===== config.mk =====
export PLATFORM = sky130hd
export DESIGN_NAME = uart_frame_packer
export DESIGN_NICKNAME = d
export VERILOG_FILES = /design/src/rtl/coproc_pkg.sv /design/src/rtl/uart_frame_packer_idle_timer.sv /design/src/rtl/uart_frame_packer.sv
export SDC_FILE = /design/constraint.sdc
export NUM_CORES = 1
export LEC_CHECK = 0
export ABC_CLOCK_PERIOD_IN_PS = 9050
export CAP_MARGIN = 20
export CORE_UTILIZATION = 49
export CTS_CLUSTER_SIZE = 10
export DETAILED_ROUTE_END_ITERATION = 8
export PLACE_DENSITY = 0.82
export RECOVER_POWER = 100
export SLEW_MARGIN = 15
export SYNTH_ARGS = -nofsm -noshare
export SYNTH_HDL_FRONTEND = slang
export SYNTH_SLANG_ARGS = --single-unit

===== constraint.sdc =====
create_clock -name clk -period 9.05 [get_ports clk]
set_input_delay 1.3575 -clock clk [delete_from_list [all_inputs] [get_ports clk]]
set_output_delay 1.3575 -clock clk [all_outputs]
set_load 0.02 [all_outputs]

===== src/rtl/coproc_pkg.sv =====
// Types and sizing helpers shared by the UART frame packer and the coprocessor.
package coproc_pkg;

  localparam int WIDTH_DIN_DEFAULT = 128;

  typedef enum logic [1:0] {
    IDLE    = 2'd0,
    COLLECT = 2'd1,
    EMIT    = 2'd2
  } state_e;

  function automatic int nbytes(input int width);
    return width / 8;
  endfunction

  // Idle-timer width; a disabled (0) or 1-cycle timeout still needs one bit.
  function automatic int timer_width(input int cycles);
    if (cycles < 2) return 1;
    return $clog2(cycles + 1);
  endfunction

endpackage


===== src/rtl/uart_frame_packer_idle_timer.sv =====
// Counts idle cycles inside a partial frame; expire holds while the count equals limit.
module idle_timer
  import coproc_pkg::*;
#(
  parameter int TIMEOUT_CYCLES = 100000,
  localparam int TW = timer_width(TIMEOUT_CYCLES)
) (
  input  logic          clk,
  input  logic          rst,
  input  logic          clear,
  input  logic          enable,
  input  logic [TW-1:0] limit,
  output logic          expire
);

  logic [TW-1:0] count_q;

  // Saturates at limit so a held expire never wraps back to zero.
  always_ff @(posedge clk or posedge rst) begin
    if (rst) begin
      count_q <= '0;
    end else if (clear) begin
      count_q <= '0;
    end else if (enable && (count_q != limit)) begin
      count_q <= count_q + TW'(1);
    end
  end

  generate
    if (TIMEOUT_CYCLES == 0) begin : g_disabled
      assign expire = 1'b0;
    end else begin : g_enabled
      assign expire = (count_q == limit);
    end
  endgenerate

endmodule


===== src/rtl/uart_frame_packer.sv =====
// Packs UART bytes MSB-first into WIDTH_DIN-bit words; stalled partial frames are dropped.
module uart_frame_packer
  import coproc_pkg::*;
#(
  parameter int WIDTH_DIN      = WIDTH_DIN_DEFAULT,
  parameter int TIMEOUT_CYCLES = 100000
) (
  input  logic                 clk,
  input  logic                 rst,
  input  logic [7:0]           rx_data,
  input  logic                 rx_valid,
  output logic [WIDTH_DIN-1:0] din,
  output logic                 din_valid,
  output logic                 frame_timeout,
  output logic                 busy
);

  localparam int NBYTES = nbytes(WIDTH_DIN);
  localparam int CW     = $clog2(NBYTES + 1);
  localparam int TW     = timer_width(TIMEOUT_CYCLES);

  localparam logic [CW-1:0] LAST_IDX = CW'(NBYTES - 1);
  localparam logic [TW-1:0] LIMIT    = TW'(TIMEOUT_CYCLES);

  state_e               state_q, state_d;
  logic [CW-1:0]        cnt_q, cnt_d;
  logic [WIDTH_DIN-1:0] sr_q, sr_d;
  logic [WIDTH_DIN-1:0] din_q, din_d;
  logic                 din_valid_q, din_valid_d;
  logic                 frame_timeout_q, frame_timeout_d;
  logic                 busy_q, busy_d;
  logic                 accept;
  logic                 tmr_clear, tmr_enable, tmr_expire;

  assign tmr_clear  = accept || (state_q != COLLECT);
  assign tmr_enable = (state_q == COLLECT) && !rx_valid;

  idle_timer #(
    .TIMEOUT_CYCLES(TIMEOUT_CYCLES)
  ) u_idle_timer (
    .clk    (clk),
    .rst    (rst),
    .clear  (tmr_clear),
    .enable (tmr_enable),
    .limit  (LIMIT),
    .expire (tmr_expire)
  );

  always_ff @(posedge clk or posedge rst) begin
    if (rst) begin
      state_q <= IDLE;
      cnt_q   <= '0;
      sr_q    <= '0;
    end else begin
      state_q <= state_d;
      cnt_q   <= cnt_d;
      sr_q    <= sr_d;
    end
  end

  // A byte in EMIT starts the next frame, so back-to-back frames lose nothing.
  always_comb begin
    state_d = state_q;
    cnt_d   = cnt_q;
    accept  = 1'b0;
    case (state_q)
      IDLE, EMIT: begin
        if (rx_valid) begin
          accept  = 1'b1;
          state_d = COLLECT;
          cnt_d   = CW'(1);
        end else begin
          state_d = IDLE;
          cnt_d   = '0;
        end
      end
      COLLECT: begin
        if (rx_valid) begin
          accept = 1'b1;
          if (cnt_q == LAST_IDX) begin
            state_d = EMIT;
            cnt_d   = '0;
          end else begin
            cnt_d = cnt_q + CW'(1);
          end
        end else if (tmr_expire) begin
          state_d = IDLE;
          cnt_d   = '0;
        end
      end
      default: begin
        state_d = IDLE;
        cnt_d   = '0;
      end
    endcase
    sr_d = accept ? {sr_q[WIDTH_DIN-9:0], rx_data} : sr_q;
  end

  always_comb begin
    din_d           = (state_d == EMIT) ? sr_d : din_q;
    din_valid_d     = (state_d == EMIT);
    frame_timeout_d = (state_q == COLLECT) && !rx_valid && tmr_expire;
    busy_d          = (state_d == COLLECT);
  end

  always_ff @(posedge clk or posedge rst) begin
    if (rst) begin
      din_q           <= '0;
      din_valid_q     <= 1'b0;
      frame_timeout_q <= 1'b0;
      busy_q          <= 1'b0;
    end else begin
      din_q           <= din_d;
      din_valid_q     <= din_valid_d;
      frame_timeout_q <= frame_timeout_d;
      busy_q          <= busy_d;
    end
  end

  assign din           = din_q;
  assign din_valid     = din_valid_q;
  assign frame_timeout = frame_timeout_q;
  assign busy          = busy_q;

endmodule


==> results.cfg, run 1 <==
[outcome]
status = finished, violations left
violations = capacitance limit, slew limit

[setup_path]
path_buf_inv = 3
end_kind = flip-flop
required_ns = 9.41
crit_type = input pin to flip-flop
cpMaxStageDelayCell = clkbuf_1
cp_cell_sequence = dlygate4sd3_1, and3b_1, nor3b_1, clkbuf_1, buf_4, mux2_2
worst-path-max-fanout = 69
cp-start-kind = input pin
max_stage_delay_ns = 2.41
crit_family = buffers and inverters
cp_data_arrival_time_ns = 6.39

[synthesis]
syn_nets = 686
syn_inst = 672
synth-edff-count = 0
yosys_warnings = 0
synth_top_cell_area_share_pct = 65.3
syn_avg_cell_area_um2 = 16.1
ys_types = 34
ys_top_cells_by_count = dfrtp_1 (283), mux2_2 (257), buf_4 (17)
async_reset_ff_share_pct = 100
yosysMostFrequentCell = dfrtp_1
syn_area_mm2 = 0.0108
ys_seq_area_share_pct = 65.3
netlist_top_cells_area = dfrtp_1 (65%), mux2_2 (27%), buf_4 (1.2%)
ys.flop_type = dfrtp_1
synth_seq_cells = 283
yosys.area.top_type = dfrtp_1

[clock_tree]
clk_latency_ns = 0.48
postCtsResizedCells = 0
hold_buffers = 0
clkSinkCount = 283
post_cts_buffers = 0
clock-root-buffer = clkbuf_16
cts_tree = done
cts_buffers = 34
h-tree-depth = 2
clk_pin_slew_ns = 0.05
clk_path_buf_depth = 3

[die]
core_area_mm2 = 0.0218
start_util_pct = 49.9
die_x_um = 151
rows = 54
chipHeight_um = 151
io_pins = 142
fp.dieArea_mm2 = 0.0227

[power_and_ir_drop]
report.power.total_mw = 3.10
leakage_nw = 6.52
p_per_area_mw_per_mm2 = 233
vdd_ir_drop_max_v = 0.000166

[timing]
slew_viol_final = 150
tns_ns = 0
hold_ws_ns = 0.479
finalHoldViolations = 0
fin_crit_sh_pct = 66.6
setup_slack_ns = 3.02
timing.fmax_mhz = 166
setup_viol_count_final = 0
skew_ns = 0.0110
period_minus_slack_ns = 6.03
worstMarginPinSlew_ns = 3.40
rsz0062_at_grt = false
slew_headroom_pct = -126

[global_routing]
overflow = 0
grt_pass1_wl_um = 32000
grt_max_degree = 80
grtUsageTotal_pct = 17.9
antenna_found_initial = 0
grt_pass1_vias = 6031

[route]
drt_iter0_drc = 165
drc_errors = 0
vias = 5832
via_per_inst = 5.26
drt_wl_total_um = 19500
dr.pass1.iters = 4
wire_per_inst_um = 17.6
postRouteAntennaNets = 0

[placement]
io_buffers = 141
place.gp.congestion = 0.808
dp_slack_ns = 4.60
dp_hpwl_um = 12400

[layout]
diodes = 0
finalNetCount = 841
utilization_pct = 61.1
final_layout_size_suffix_gt1_share_pct = 30.8
area_growth_pct = 22.6
fillers = 1612

[run]
drv_cap = 3

[hold_path]
hold_path_class = flip-flop to flip-flop
[cell type report]
| cell class | count | area (um^2) | area share (%) |
|---|---|---|---|
| clock buffers | 36 | 880 | 6.61 |
| repair buffers | 149 | 1460 | 11.0 |
| inverters | 9 | 35.0 | 0.263 |
| flip-flops and latches | 283 | 7080 | 53.3 |
| multi-input cells | 350 | 3470 | 26.1 |
| clock inverters | 2 | 17.5 | 0.132 |
| well taps | 280 | 350 | 2.63 |
[worst reg2reg max path, cell delays in order, from the launching register on]
cell,delay [ns]
dfrtp_1,0.38
ha_1,0.21
nand3_1,0.15
nor3b_1,0.23
clkbuf_1,2.41
buf_4,1.07
mux2_2,0.47
[final timing paths]
check                                      from                   to  slack (ns)  cells past startpoint
setup / recovery                       rx_valid  din[60]$_DFFE_PP0N_        3.02                      6
hold / removal              sr_q[126]$_DFF_PP0_  sr_q[126]$_DFF_PP0_        0.48                      1
max in group asynchronous                   rst  din[97]$_DFFE_PP0N_        5.07                      4
setup reg to reg           cnt_q[0]$_DFFE_PP0P_  din[60]$_DFFE_PP0N_        4.02                      6
hold reg to reg             sr_q[126]$_DFF_PP0_  sr_q[126]$_DFF_PP0_        0.48                      1
min in group asynchronous                   rst  din[15]$_DFFE_PP0N_        1.69                      2
[state kept, by name (all words and copies together) (netlist names)]
name and count:
sr_q 128, state_q 2, cnt_q 5, busy 1
din_valid 1, din 128, frame_timeout 1, u_idle_timer.count_q 17
[per-stage QoR]
stage                     instance area (um^2)  std cells
after floorplan                          10800        672
after global placement                   12400       1071
after detailed placement                 12400       1071
after CTS                                13300       1109
after global routing                     13300       1109
final                                    13300       1109
[layer usage]
layer | vias up | GRT usage (%) | part of all wire [%]
li1 | 2677 | - | -
met1 | 3008 | 25.8 | 46
met2 | 121 | 27.5 | 47
met3 | 26 | 4.04 | 4.5
met4 | 0 | 5.00 | 1.8
met5 | - | 0 | 0
[placed cells by master (no fill, tap or decap), drive strengths merged]
master,instances
or3b,1
nand2b,4
a41o,1
a31oi,2
clkinv,1
o21ai,5
a21oi,5
nor2,16
and4b,1
clkdlybuf4s50,8
nor4bb,1
nand3,10
mux2,257
buf,6
nand2,8
ha,3
a21boi,2
a31o,1
and3b,1
o22ai,1
nor4b,2
xnor2,10
dlygate4sd3,133
or3,2
nand3b,1
clkinvlp,1
inv,9
nor3b,3
nand4,3
clkbuf,38
mux2i,2
xor2,1
dfrtp,283
nor4,3
nor3,4
[power by group]
group	leakage (nW)	switching, mW	internal (mW)	total (mW)
registers	3.69	0.129	1.50	1.62
logic	2.39	0.161	0.180	0.341
clock network	0.441	0.457	0.682	1.14
total	6.52	0.746	2.36	3.10
[logic make-up after synthesis]
kind of cell             count (synthesis)  share of synthesized area [%]
flip-flops                             283                           65.3
multiplexers                           259                           26.9
AND/OR/NAND/NOR                         60                           3.01
buffers and inverters                   39                           2.64
AO/OA/AOI/OAI                           17                          0.946
XOR/XNOR                                11                          0.888
adder cells (fa/ha/maj)                  3                          0.346
No activity file was read; power rests on OpenSTA's default activity.
==> run 2, diff against run 1 <==
--- a/config.mk
+++ b/config.mk
@@ -5,12 +5,12 @@
 export SDC_FILE = /design/constraint.sdc
 export NUM_CORES = 1
 export LEC_CHECK = 0
-export ABC_CLOCK_PERIOD_IN_PS = 9050
+export ABC_CLOCK_PERIOD_IN_PS = 6100
 export CAP_MARGIN = 20
-export CORE_UTILIZATION = 49
+export CORE_UTILIZATION = 50
 export CTS_CLUSTER_SIZE = 10
 export DETAILED_ROUTE_END_ITERATION = 8
-export PLACE_DENSITY = 0.82
+export PLACE_DENSITY = 0.8
 export RECOVER_POWER = 100
 export SLEW_MARGIN = 15
 export SYNTH_ARGS = -nofsm -noshare
==> constraint.sdc (replaced) <==
create_clock -name clk -period 6.1 [get_ports clk]
set_input_delay 0.915 -clock clk [delete_from_list [all_inputs] [get_ports clk]]
set_output_delay 0.915 -clock clk [all_outputs]
set_load 0.02 [all_outputs]
==> results.cfg, run 2 (synthesis gave the netlist of run 1 again) <==
[placement]
io_buffers = 141
place.gp.congestion = 0.774
dp_hpwl_um = 12600
dp_slack_ns = 2.76

[die]
fp.dieArea_mm2 = 0.0223
chipHeight_um = 149
die_x_um = 149
core_area_mm2 = 0.0212
io_pins = 142
start_util_pct = 51.3
rows = 53

[power_and_ir_drop]
pwr-share-seq_pct = 52.3
leakage_nw = 6.52
vdd_ir_drop_max_v = 0.000233
switching_power_mw = 1.11
p_sw_share_pct = 24.1
share_comb_of_total_power_pct = 11.0
pwr-share-clk_pct = 36.7
p_int_mw = 3.50
p_per_area_mw_per_mm2 = 346

[layout]
area_growth_pct = 22.8
multi_input_area_mm2 = 0.00348
seqCellArea_mm2 = 0.00708
diodes = 0
final_common_cell = dfrtp_1
most-common-layout-cells = dfrtp_1 (283), mux2_2 (205), dlygate4sd3_1 (133)
fillers = 1577
final_layout_size_suffix_gt1_share_pct = 30.2
finalNetCount = 840

[setup_path]
crit_type = input pin to flip-flop
end_kind = flip-flop
cp_data_arrival_time_ns = 4.65
max_stage_delay_ns = 2.02
rrSetupSlack_ns = 2.47
required_ns = 6.47
r2r_start = state_q[0]$_DFF_PP0_
crit_top_cell = mux2_2
cp_cell_sequence = dlygate4sd3_1, a21boi_0, clkbuf_1, mux2_2, mux2_2
worst-path-max-fanout = 50
cpMaxStageDelayCell = clkbuf_1
rr_endpoint = din[85]$_DFFE_PP0N_
ff2ff_path_depth = 4
cp-start-kind = input pin

[timing]
tns_ns = 0
timing.fmax_mhz = 233
period_minus_slack_ns = 4.29
hold_ws_ns = 0.482
worstMarginPinSlew_ns = 2.81
finalHoldViolations = 0
setup_slack_ns = 1.81
slew_headroom_pct = -87.5
slew_viol_final = 130
rsz0062_at_grt = false
fin_crit_sh_pct = 70.3
setup_viol_count_final = 0
skew_ns = 0.00700

[hold_path]
min_to = sr_q[121]$_DFF_PP0_
holdPathStages = 1
min_from = sr_q[121]$_DFF_PP0_
hold_path_class = flip-flop to flip-flop

[clock_tree]
post_cts_buffers = 0
h-tree-depth = 2
clk_pin_slew_ns = 0.05
cts_buffers = 34
clkSinkCount = 283
clock-root-buffer = clkbuf_16
postCtsResizedCells = 0
cts_tree = done
hold_buffers = 0
clk_latency_ns = 0.49
clk_path_buf_depth = 3

[outcome]
status = finished, violations left
violations = capacitance limit, slew limit

[route]
drc_errors = 0
vias = 5859
wire_per_inst_um = 18.1
dr.pass1.iters = 4
postRouteAntennaNets = 0
via_per_inst = 5.31
drt_iter0_drc = 286
drt_wl_total_um = 20000

[global_routing]
grtUsageTotal_pct = 19.0
grt_pass1_wl_um = 33300
overflow = 0
grt_max_degree = 139
grt_pass1_vias = 6164
antenna_found_initial = 0

[run]
drv_cap = 2
run 2: cell count changes in the layout (fill, tap and decap cells not counted), sizes merged:
cell / change
buf: -2
clkbuf: +1
run 2: worst max-delay path, delay by kind of cell:
| family | cells | cell delay [ns] |
|---|---|---|
| mux | 2 | 0.76 |
| compound gates | 1 | 0.30 |
| buf+inv | 2 | 2.62 |
run 2: routing by layer:
layer	wire (um)	vias to the layer above	track usage, %
li1	-	2689	-
met1	9340	3007	27.0
met2	9340	128	29.6
met3	982	35	4.34
met4	315	0	4.90
met5	0	-	0
run 2: power by group through the flow:
stage | Sequential, mW | Clock, mW | Combinational, mW
after global routing | 2.46 | 1.81 | 0.571
after global placement | 2.43 | 0 | 0.507
after floorplan | 2.36 | 0 | 0.440
after CTS | 2.42 | 1.74 | 0.547
after detailed placement | 2.45 | 0 | 0.539
final | 2.41 | 1.69 | 0.507
run 2: worst max-delay path by stage:
stage,slack [ns],from,endpoint,cells past startpoint
after floorplan,1.44,rst,busy$_DFF_PP0_,1
after global placement,2.77,rx_valid,din[27]$_DFFE_PP0N_,5
after detailed placement,2.76,rx_valid,din[43]$_DFFE_PP0N_,5
after CTS,3.26,rx_valid,din[43]$_DFFE_PP0N_,5
after global routing,1.58,rx_valid,din[85]$_DFFE_PP0N_,5
final,1.81,rx_valid,din[85]$_DFFE_PP0N_,5
run 2: area by class of cell:
class,count,share of cell area (%)
clock inverter,2,0.132
sequential,283,53.2
timing repair buffer,148,11.1
clock buffer,36,6.60
inverter,9,0.263
multi-input combinational,350,26.1
tap,275,2.58
run 2: metrics by stage:
stage | instances | util [%] | power [mW] | area, um^2
2_1_floorplan | 672 | - | 2.80 | 10800
3_3_place_gp | 1064 | 58.8 | 2.94 | 12400
3_5_place_dp | 1065 | 58.9 | 2.98 | 12500
4_1_cts | 1103 | 63.1 | 4.71 | 13400
5_1_grt | 1103 | 63.0 | 4.84 | 13300
6_report | 1103 | 63.0 | 4.61 | 13300
